--- src/rtl/mcu_arbiter.sv ---
// ---------------------------------------------------------------------------
// mcu_arbiter
//
// Shares the single MCU read port between three requesters: the MMU table
// walk (bit 0), instruction fetch (bit 1) and data fetch (bit 2). Only one
// read is outstanding at a time. The winner's address and size are captured
// when it is granted and driven to the MCU together with out_mcu_ren for
// MCU_LATENCY cycles. The returned word is then registered and handed back
// with a one-cycle out_rsp_valid pulse.
//
// Handshake: in_req[i] is a level request. The requester holds it, together
// with its address and size, until it sees out_rsp_valid[i]. The address and
// size are sampled once, on the grant edge, and later changes are ignored.
// Dropping in_req during an access does not abort it. A request still high
// after the pulse counts as a new request in the following IDLE cycle.
//
// Ports:
//   in_clk         clock; all state changes on its rising edge
//   in_rst         asynchronous active-high reset
//   in_req         per-requester request (0 walk, 1 ifetch, 2 dfetch)
//   in_req_addr    requester i address in [i*ADDR_W +: ADDR_W]
//   in_req_size    requester i size in [2i +: 2]
//   out_gnt        one-hot grant, held from the grant to the end of the response
//   out_rsp_valid  one-hot, one-cycle response pulse
//   out_rsp_data   captured read data
//   out_mcu_ren    MCU read enable
//   out_mcu_addr   MCU address
//   out_mcu_size   MCU access size
//   in_mcu_data    MCU read data
// ---------------------------------------------------------------------------
module mcu_arbiter #(
    parameter int MCU_LATENCY = 2,
    parameter int ADDR_W      = 14,
    parameter int DATA_W      = 32
) (
    input  logic                  in_clk,
    input  logic                  in_rst,
    input  logic [2:0]            in_req,
    input  logic [3*ADDR_W-1:0]   in_req_addr,
    input  logic [5:0]            in_req_size,
    output logic [2:0]            out_gnt,
    output logic [2:0]            out_rsp_valid,
    output logic [DATA_W-1:0]     out_rsp_data,
    output logic                  out_mcu_ren,
    output logic [ADDR_W-1:0]     out_mcu_addr,
    output logic [1:0]            out_mcu_size,
    input  logic [DATA_W-1:0]     in_mcu_data
);

    typedef enum logic [1:0] {
        ST_IDLE = 2'd0,
        ST_BUSY = 2'd1,
        ST_RESP = 2'd2
    } state_t;

    // The counter is loaded with L-1, so BUSY lasts exactly L cycles.
    localparam logic [3:0] LAT_M1 = 4'(MCU_LATENCY - 1);

    state_t              state_q, state_d;
    logic [3:0]          cnt_q, cnt_d;
    // Which of requesters 1/2 was served last; holds 2'd1 or 2'd2.
    logic [1:0]          r_last_q, r_last_d;
    logic [2:0]          gnt_q, gnt_d;
    logic [2:0]          valid_q, valid_d;
    logic [DATA_W-1:0]   data_q, data_d;
    logic                ren_q, ren_d;
    logic [ADDR_W-1:0]   addr_q, addr_d;
    logic [1:0]          size_q, size_d;

    logic [1:0]          win_idx;
    logic [2:0]          win_oh;
    logic [ADDR_W-1:0]   sel_addr;
    logic [1:0]          sel_size;

    // Arbitration. The table walk has strict priority. Ifetch and dfetch
    // alternate: on a tie the one not served last wins.
    always_comb begin
        win_idx = 2'd2;
        if (in_req[0]) begin
            win_idx = 2'd0;
        end else if (in_req[1] && in_req[2]) begin
            win_idx = (r_last_q == 2'd1) ? 2'd2 : 2'd1;
        end else if (in_req[1]) begin
            win_idx = 2'd1;
        end else begin
            win_idx = 2'd2;
        end
        win_oh = 3'b001 << win_idx;
    end

    // Mux the winner's address and size for capture on the grant edge.
    always_comb begin
        sel_addr = in_req_addr[2*ADDR_W +: ADDR_W];
        sel_size = in_req_size[5:4];
        case (win_idx)
            2'd0: begin
                sel_addr = in_req_addr[0 +: ADDR_W];
                sel_size = in_req_size[1:0];
            end
            2'd1: begin
                sel_addr = in_req_addr[ADDR_W +: ADDR_W];
                sel_size = in_req_size[3:2];
            end
            default: begin
                sel_addr = in_req_addr[2*ADDR_W +: ADDR_W];
                sel_size = in_req_size[5:4];
            end
        endcase
    end

    // Next-state logic. Every output is registered, so each one changes
    // exactly on the FSM transition that owns it.
    always_comb begin
        state_d  = state_q;
        cnt_d    = cnt_q;
        r_last_d = r_last_q;
        gnt_d    = gnt_q;
        valid_d  = valid_q;
        data_d   = data_q;
        ren_d    = ren_q;
        addr_d   = addr_q;
        size_d   = size_q;

        case (state_q)
            ST_IDLE: begin
                if (|in_req) begin
                    addr_d  = sel_addr;
                    size_d  = sel_size;
                    gnt_d   = win_oh;
                    ren_d   = 1'b1;
                    cnt_d   = LAT_M1;
                    state_d = ST_BUSY;
                    // The round-robin pointer only tracks requesters 1 and 2.
                    if (win_idx != 2'd0) begin
                        r_last_d = win_idx;
                    end
                end
            end

            ST_BUSY: begin
                if (cnt_q == 4'd0) begin
                    // Last ren cycle: the MCU word is valid on this edge.
                    data_d  = in_mcu_data;
                    ren_d   = 1'b0;
                    valid_d = gnt_q;
                    state_d = ST_RESP;
                end else begin
                    cnt_d = cnt_q - 4'd1;
                end
            end

            ST_RESP: begin
                valid_d = 3'b000;
                gnt_d   = 3'b000;
                addr_d  = '0;
                size_d  = 2'b00;
                state_d = ST_IDLE;
            end

            default: begin
                valid_d = 3'b000;
                gnt_d   = 3'b000;
                ren_d   = 1'b0;
                addr_d  = '0;
                size_d  = 2'b00;
                state_d = ST_IDLE;
            end
        endcase
    end

    // A reset in BUSY or RESP simply drops the access: valid_q is cleared
    // and the FSM restarts in IDLE, so no pulse follows.
    always_ff @(posedge in_clk or posedge in_rst) begin
        if (in_rst) begin
            state_q  <= ST_IDLE;
            cnt_q    <= 4'd0;
            r_last_q <= 2'd2;
            gnt_q    <= 3'b000;
            valid_q  <= 3'b000;
            data_q   <= '0;
            ren_q    <= 1'b0;
            addr_q   <= '0;
            size_q   <= 2'b00;
        end else begin
            state_q  <= state_d;
            cnt_q    <= cnt_d;
            r_last_q <= r_last_d;
            gnt_q    <= gnt_d;
            valid_q  <= valid_d;
            data_q   <= data_d;
            ren_q    <= ren_d;
            addr_q   <= addr_d;
            size_q   <= size_d;
        end
    end

    assign out_gnt       = gnt_q;
    assign out_rsp_valid = valid_q;
    assign out_rsp_data  = data_q;
    assign out_mcu_ren   = ren_q;
    assign out_mcu_addr  = addr_q;
    assign out_mcu_size  = size_q;

endmodule

--- config.mk ---
export PLATFORM = sky130hd
export DESIGN_NAME = mcu_arbiter
export DESIGN_NICKNAME = d
export VERILOG_FILES = /design/src/rtl/mcu_arbiter.sv
export SDC_FILE = /design/constraint.sdc
export NUM_CORES = 1
export LEC_CHECK = 0
export ABC_AREA = 1
export CORE_MARGIN = 4
export CORE_UTILIZATION = 45
export CTS_BUF_LIST = sky130_fd_sc_hd__clkbuf_8
export CTS_CLUSTER_SIZE = 24
export DETAILED_ROUTE_END_ITERATION = 6
export GPL_ROUTABILITY_DRIVEN = 0
export PLACE_DENSITY = 0.94
export SLEW_MARGIN = 10
export SYNTH_ARGS = -nofsm -noshare
export SYNTH_HDL_FRONTEND = slang
export SYNTH_SLANG_ARGS = --single-unit
--- constraint.sdc ---
create_clock -name in_clk -period 4.6 [get_ports in_clk]
set_input_delay 0.92 -clock in_clk [delete_from_list [all_inputs] [get_ports in_clk]]
set_output_delay 0.92 -clock in_clk [all_outputs]
set_load 0.1 [all_outputs]
==> results <==
- The number of buffers and inverters on the critical path is 1.
- Clock-pin slew was measured on the worst setup and hold paths at 0.07 ns.
- Across every metal layer, demand over resource in global routing totals 0.226.
- The peak fanout along the critical path is 2.
- For this run, the number of Yosys warnings is 0.
- The maximum clock frequency is 357 MHz.
- The DRC violations left is 0.
- The root buffer cell is sky130_fd_sc_hd__clkbuf_8.
- The cell area after synthesis is 2920 µm².
- The class of the tightest hold or removal check is flop to flop.
- The initial utilization of the core area, before any placement, comes to 0.463.
- The DRC violation total after the first TritonRoute iteration is 139.
- In the final design database the tool counted 577 nets.
- The setup path with the least slack is of type flop to output port.
- The number of different library cells used by synthesis comes to 22.
- Data on the critical path is required at its endpoint by 3.68 ns.
- The minimum clock period after layout is 2.80 ns.
- The maximum number of pins on one net before global-route repair is 43.
- The clock buffer count from CTS is 9.
- 0 antenna diodes ended up in the layout.
- The total stage count of the critical path is 1.
- The flow ran to the end, and the final reports show no timing, DRC or antenna violations.
- The worst pin sits at a relative slew slack of 0.321.
- The total of endpoints with negative setup slack in the final report is 0.
- The post-cts gate resize count is 0.
- Buffers inserted to repair hold after CTS numbered 0.
- The die is 88.6 µm tall.
- The final worst-path cycle share is 0.608.
- Of the total synthesized cell area, the portion taken by AND, OR, NAND and NOR gates is 0.349.
- The post-synthesis adder-cell area fraction is 0.00857.
- The number of hold-slack violations in the final timing report came to 0.
- The flop and latch count out of synthesis is 63.
- The post-detailed-routing wire length is 8800 µm.
- The area fraction in compound gates after synthesis is 0.0343.
- The proportion of layout cells with a drive suffix above 1 is 0.0688.
- The clock passes through at most 2 buffers.
- The xor-xnor portion of the synthesized cell area is 0.
- In this run the standard cell core region covers 6310 µm².
- Of the synthesized area, sequential elements account for 0.540.
- The gate family responsible for the most delay along the worst path is buffers and inverters.
- The global-route met3 utilization is 0.0670.
- The leftover overflow at the end of global routing is 0.
- The post-CTS repair timing setup buffer count is 0.
- The multi-input combinational cells in the finished layout cover a total of 1140 µm².
- The average via count per standard cell is 5.07.
- When the netlist entered floorplanning its net count stood at 441.
- Traced cell by cell, the critical path runs through clkdlybuf4s50_1.
- The worst setup path is launched from a flop.
- Measured along the x axis, the die boundary spans 88.6 µm.
- met2 is the most crowded layer.
- The final route contains 2896 vias.
- The cell with the largest stage delay on the worst path is sky130_fd_sc_hd__clkdlybuf4s50_1.
- The dominant combinational cell family by area after synthesis is simple AND/OR/NAND/NOR gates.
- The number of placed I/O pins is 140.
- The final antenna-violating net count is 0.
- The number of iterations in the first detailed-routing pass is 5.
- The clock skew after layout is 0.00766 ns.
- The worst register-to-register path has a depth of 8.
- The initialized floorplan defines 29 standard-cell rows.
- The HPWL after detailed placement is 6370 µm.
- The met1 capacity usage during global routing is 0.268.
- The share of synthesized area spent on multiplexers is 0.
- The die covers 7840 µm².
- The signed area change from the synthesized netlist to the final layout is 54.8%.
- Averaged over all synthesized cells, the footprint is 8.25 µm².
- The arrival time of the worst setup path is 1.88 ns.
- After routing, the total negative slack on setup checks comes to 0 ns.
- Across the whole layout, storage elements account for 1580 µm².
- The clock tree from TritonCTS is done.
- Across the run, the number of max-cap violations was 0.
- For met2 alone, demand over resource in global routing was 0.375.
- Setup repair after global routing left no endpoint under its margin.
- The number of filler instances in the final layout is 491.
- The critical path's largest stage delay is 1.18 ns.
- The total number of H-tree levels is 3.
- The cell count of the worst hold path is 2.
- The average wire per standard cell is 15.4 µm.
- The worst setup path is captured at an output port.
- The number of standard cells after synthesis is 354.
- The global-route wire length before repair is 13500 µm.
- The number of antenna violations at the first check in global routing is 0.
- In this run the tool buffered the top-level ports with 139 buffer cells.
- The clock latency on the worst-skew pair is 0.33 ns.
- The clock net in this run drives a total of 63 sinks.
- The number of global-route vias before repair is 2908.
- The slew at the pin closest to its max-slew limit is 1.02 ns.
- The total count of max-transition violations in the final report came to 0.
[layout make-up]
cell class,instances,share of cell area
repair buffers,141,0.311
clock buffers,12,0.0365
clock inverters,3,0.0144
multi-input cells,258,0.253
well taps,77,0.0213
flip-flops and latches,63,0.349
inverters,17,0.0147
[routing by layer]
metal,share of wire,up-vias,wire length (µm)
met3,0.11,20,982
met4,0.023,0,199
li1,-,1394,-
met5,0,-,0
met2,0.49,139,4340
met1,0.37,1343,3280
[cells in the final DEF, fill, tap and decap left out]
cell and instances:
sky130_fd_sc_hd__a21oi_1 3, sky130_fd_sc_hd__buf_4 2, sky130_fd_sc_hd__bufinv_16 2, sky130_fd_sc_hd__clkbuf_8 12, sky130_fd_sc_hd__clkdlybuf4s50_1 139, sky130_fd_sc_hd__clkinv_2 1
sky130_fd_sc_hd__dfrtp_1 62, sky130_fd_sc_hd__dfstp_2 1, sky130_fd_sc_hd__ha_1 2, sky130_fd_sc_hd__inv_1 11, sky130_fd_sc_hd__inv_2 5, sky130_fd_sc_hd__inv_4 1
sky130_fd_sc_hd__nand2_1 157, sky130_fd_sc_hd__nand2_2 5, sky130_fd_sc_hd__nand3_1 31, sky130_fd_sc_hd__nand3_2 2, sky130_fd_sc_hd__nand3b_1 9, sky130_fd_sc_hd__nand4_1 9
sky130_fd_sc_hd__nor2_1 19, sky130_fd_sc_hd__nor2_2 1, sky130_fd_sc_hd__nor2_4 1, sky130_fd_sc_hd__nor3_1 1, sky130_fd_sc_hd__o21ai_0 17, sky130_fd_sc_hd__or2_2 1
[Yosys cell counts]
master | n | share of area
sky130_fd_sc_hd__inv_4 | 1 | 0.0021
sky130_fd_sc_hd__nor2_1 | 19 | 0.024
sky130_fd_sc_hd__nand4_1 | 9 | 0.019
sky130_fd_sc_hd__nand2_2 | 5 | 0.011
sky130_fd_sc_hd__nor2_2 | 1 | 0.0021
sky130_fd_sc_hd__buf_6 | 7 | 0.027
sky130_fd_sc_hd__buf_2 | 6 | 0.010
sky130_fd_sc_hd__a21oi_1 | 3 | 0.0051
sky130_fd_sc_hd__o21ai_0 | 17 | 0.029
sky130_fd_sc_hd__ha_1 | 2 | 0.0086
sky130_fd_sc_hd__dfstp_2 | 1 | 0.0090
sky130_fd_sc_hd__inv_1 | 12 | 0.015
sky130_fd_sc_hd__or2_2 | 1 | 0.0021
sky130_fd_sc_hd__nor2_4 | 1 | 0.0039
sky130_fd_sc_hd__nand2_1 | 157 | 0.20
sky130_fd_sc_hd__dfrtp_1 | 62 | 0.53
sky130_fd_sc_hd__nand3_2 | 2 | 0.0069
sky130_fd_sc_hd__nor3_1 | 1 | 0.0017
sky130_fd_sc_hd__nand3b_1 | 9 | 0.023
sky130_fd_sc_hd__buf_4 | 3 | 0.0077
sky130_fd_sc_hd__inv_2 | 4 | 0.0051
sky130_fd_sc_hd__nand3_1 | 31 | 0.053
[final timing paths]
| path | startpoint | to | slack (ns) |
|---|---|---|---|
| min reg2reg | out_mcu_addr[11] | out_mcu_addr[11] | 0.48 |
| max | out_rsp_valid[1] | out_rsp_valid[1] | 1.80 |
| min in group asynchronous | in_rst | out_mcu_addr[10] | 1.09 |
| max in group asynchronous | in_rst | out_rsp_data[16] | 2.68 |
| max reg2reg | cnt_q[0] | out_rsp_data[16] | 2.46 |
| min | out_mcu_addr[11] | out_mcu_addr[11] | 0.48 |
[cell families (layout without fill, tap and decap cells)]
| kind of cell | after synthesis | count (layout) |
|---|---|---|
| AO/OA/AOI/OAI | 20 | 20 |
| buffers and inverters | 33 | 173 |
| AND/OR/NAND/NOR | 236 | 236 |
| adder cells (fa/ha/maj) | 2 | 2 |
| flip-flops | 63 | 63 |
[per-stage QoR]
stage	utilization	worst slack, ns	hold slack (ns)	std cells	area [µm²]
3_5_place_dp	0.680	1.96	0.464	556	4290
2_1_floorplan	-	2.11	0.463	354	2920
6_report	0.716	1.80	0.481	571	4520
5_1_grt	0.716	1.74	0.506	571	4520
4_1_cts	0.716	1.79	0.482	571	4520
3_3_place_gp	0.680	2.09	0.461	556	4290
[state kept, by name (all words and copies together) (netlist names)]
signal / count
out_rsp_valid: 3
out_gnt: 3
out_mcu_size: 2
r_last_q: 2
cnt_q: 4
out_rsp_data: 32
out_mcu_addr: 14
out_mcu_ren: 1
state_q: 2
Power is left out: the tool's default activity adds up to more than one toggle a clock period on the data nets, which glitch-free logic cannot reach.
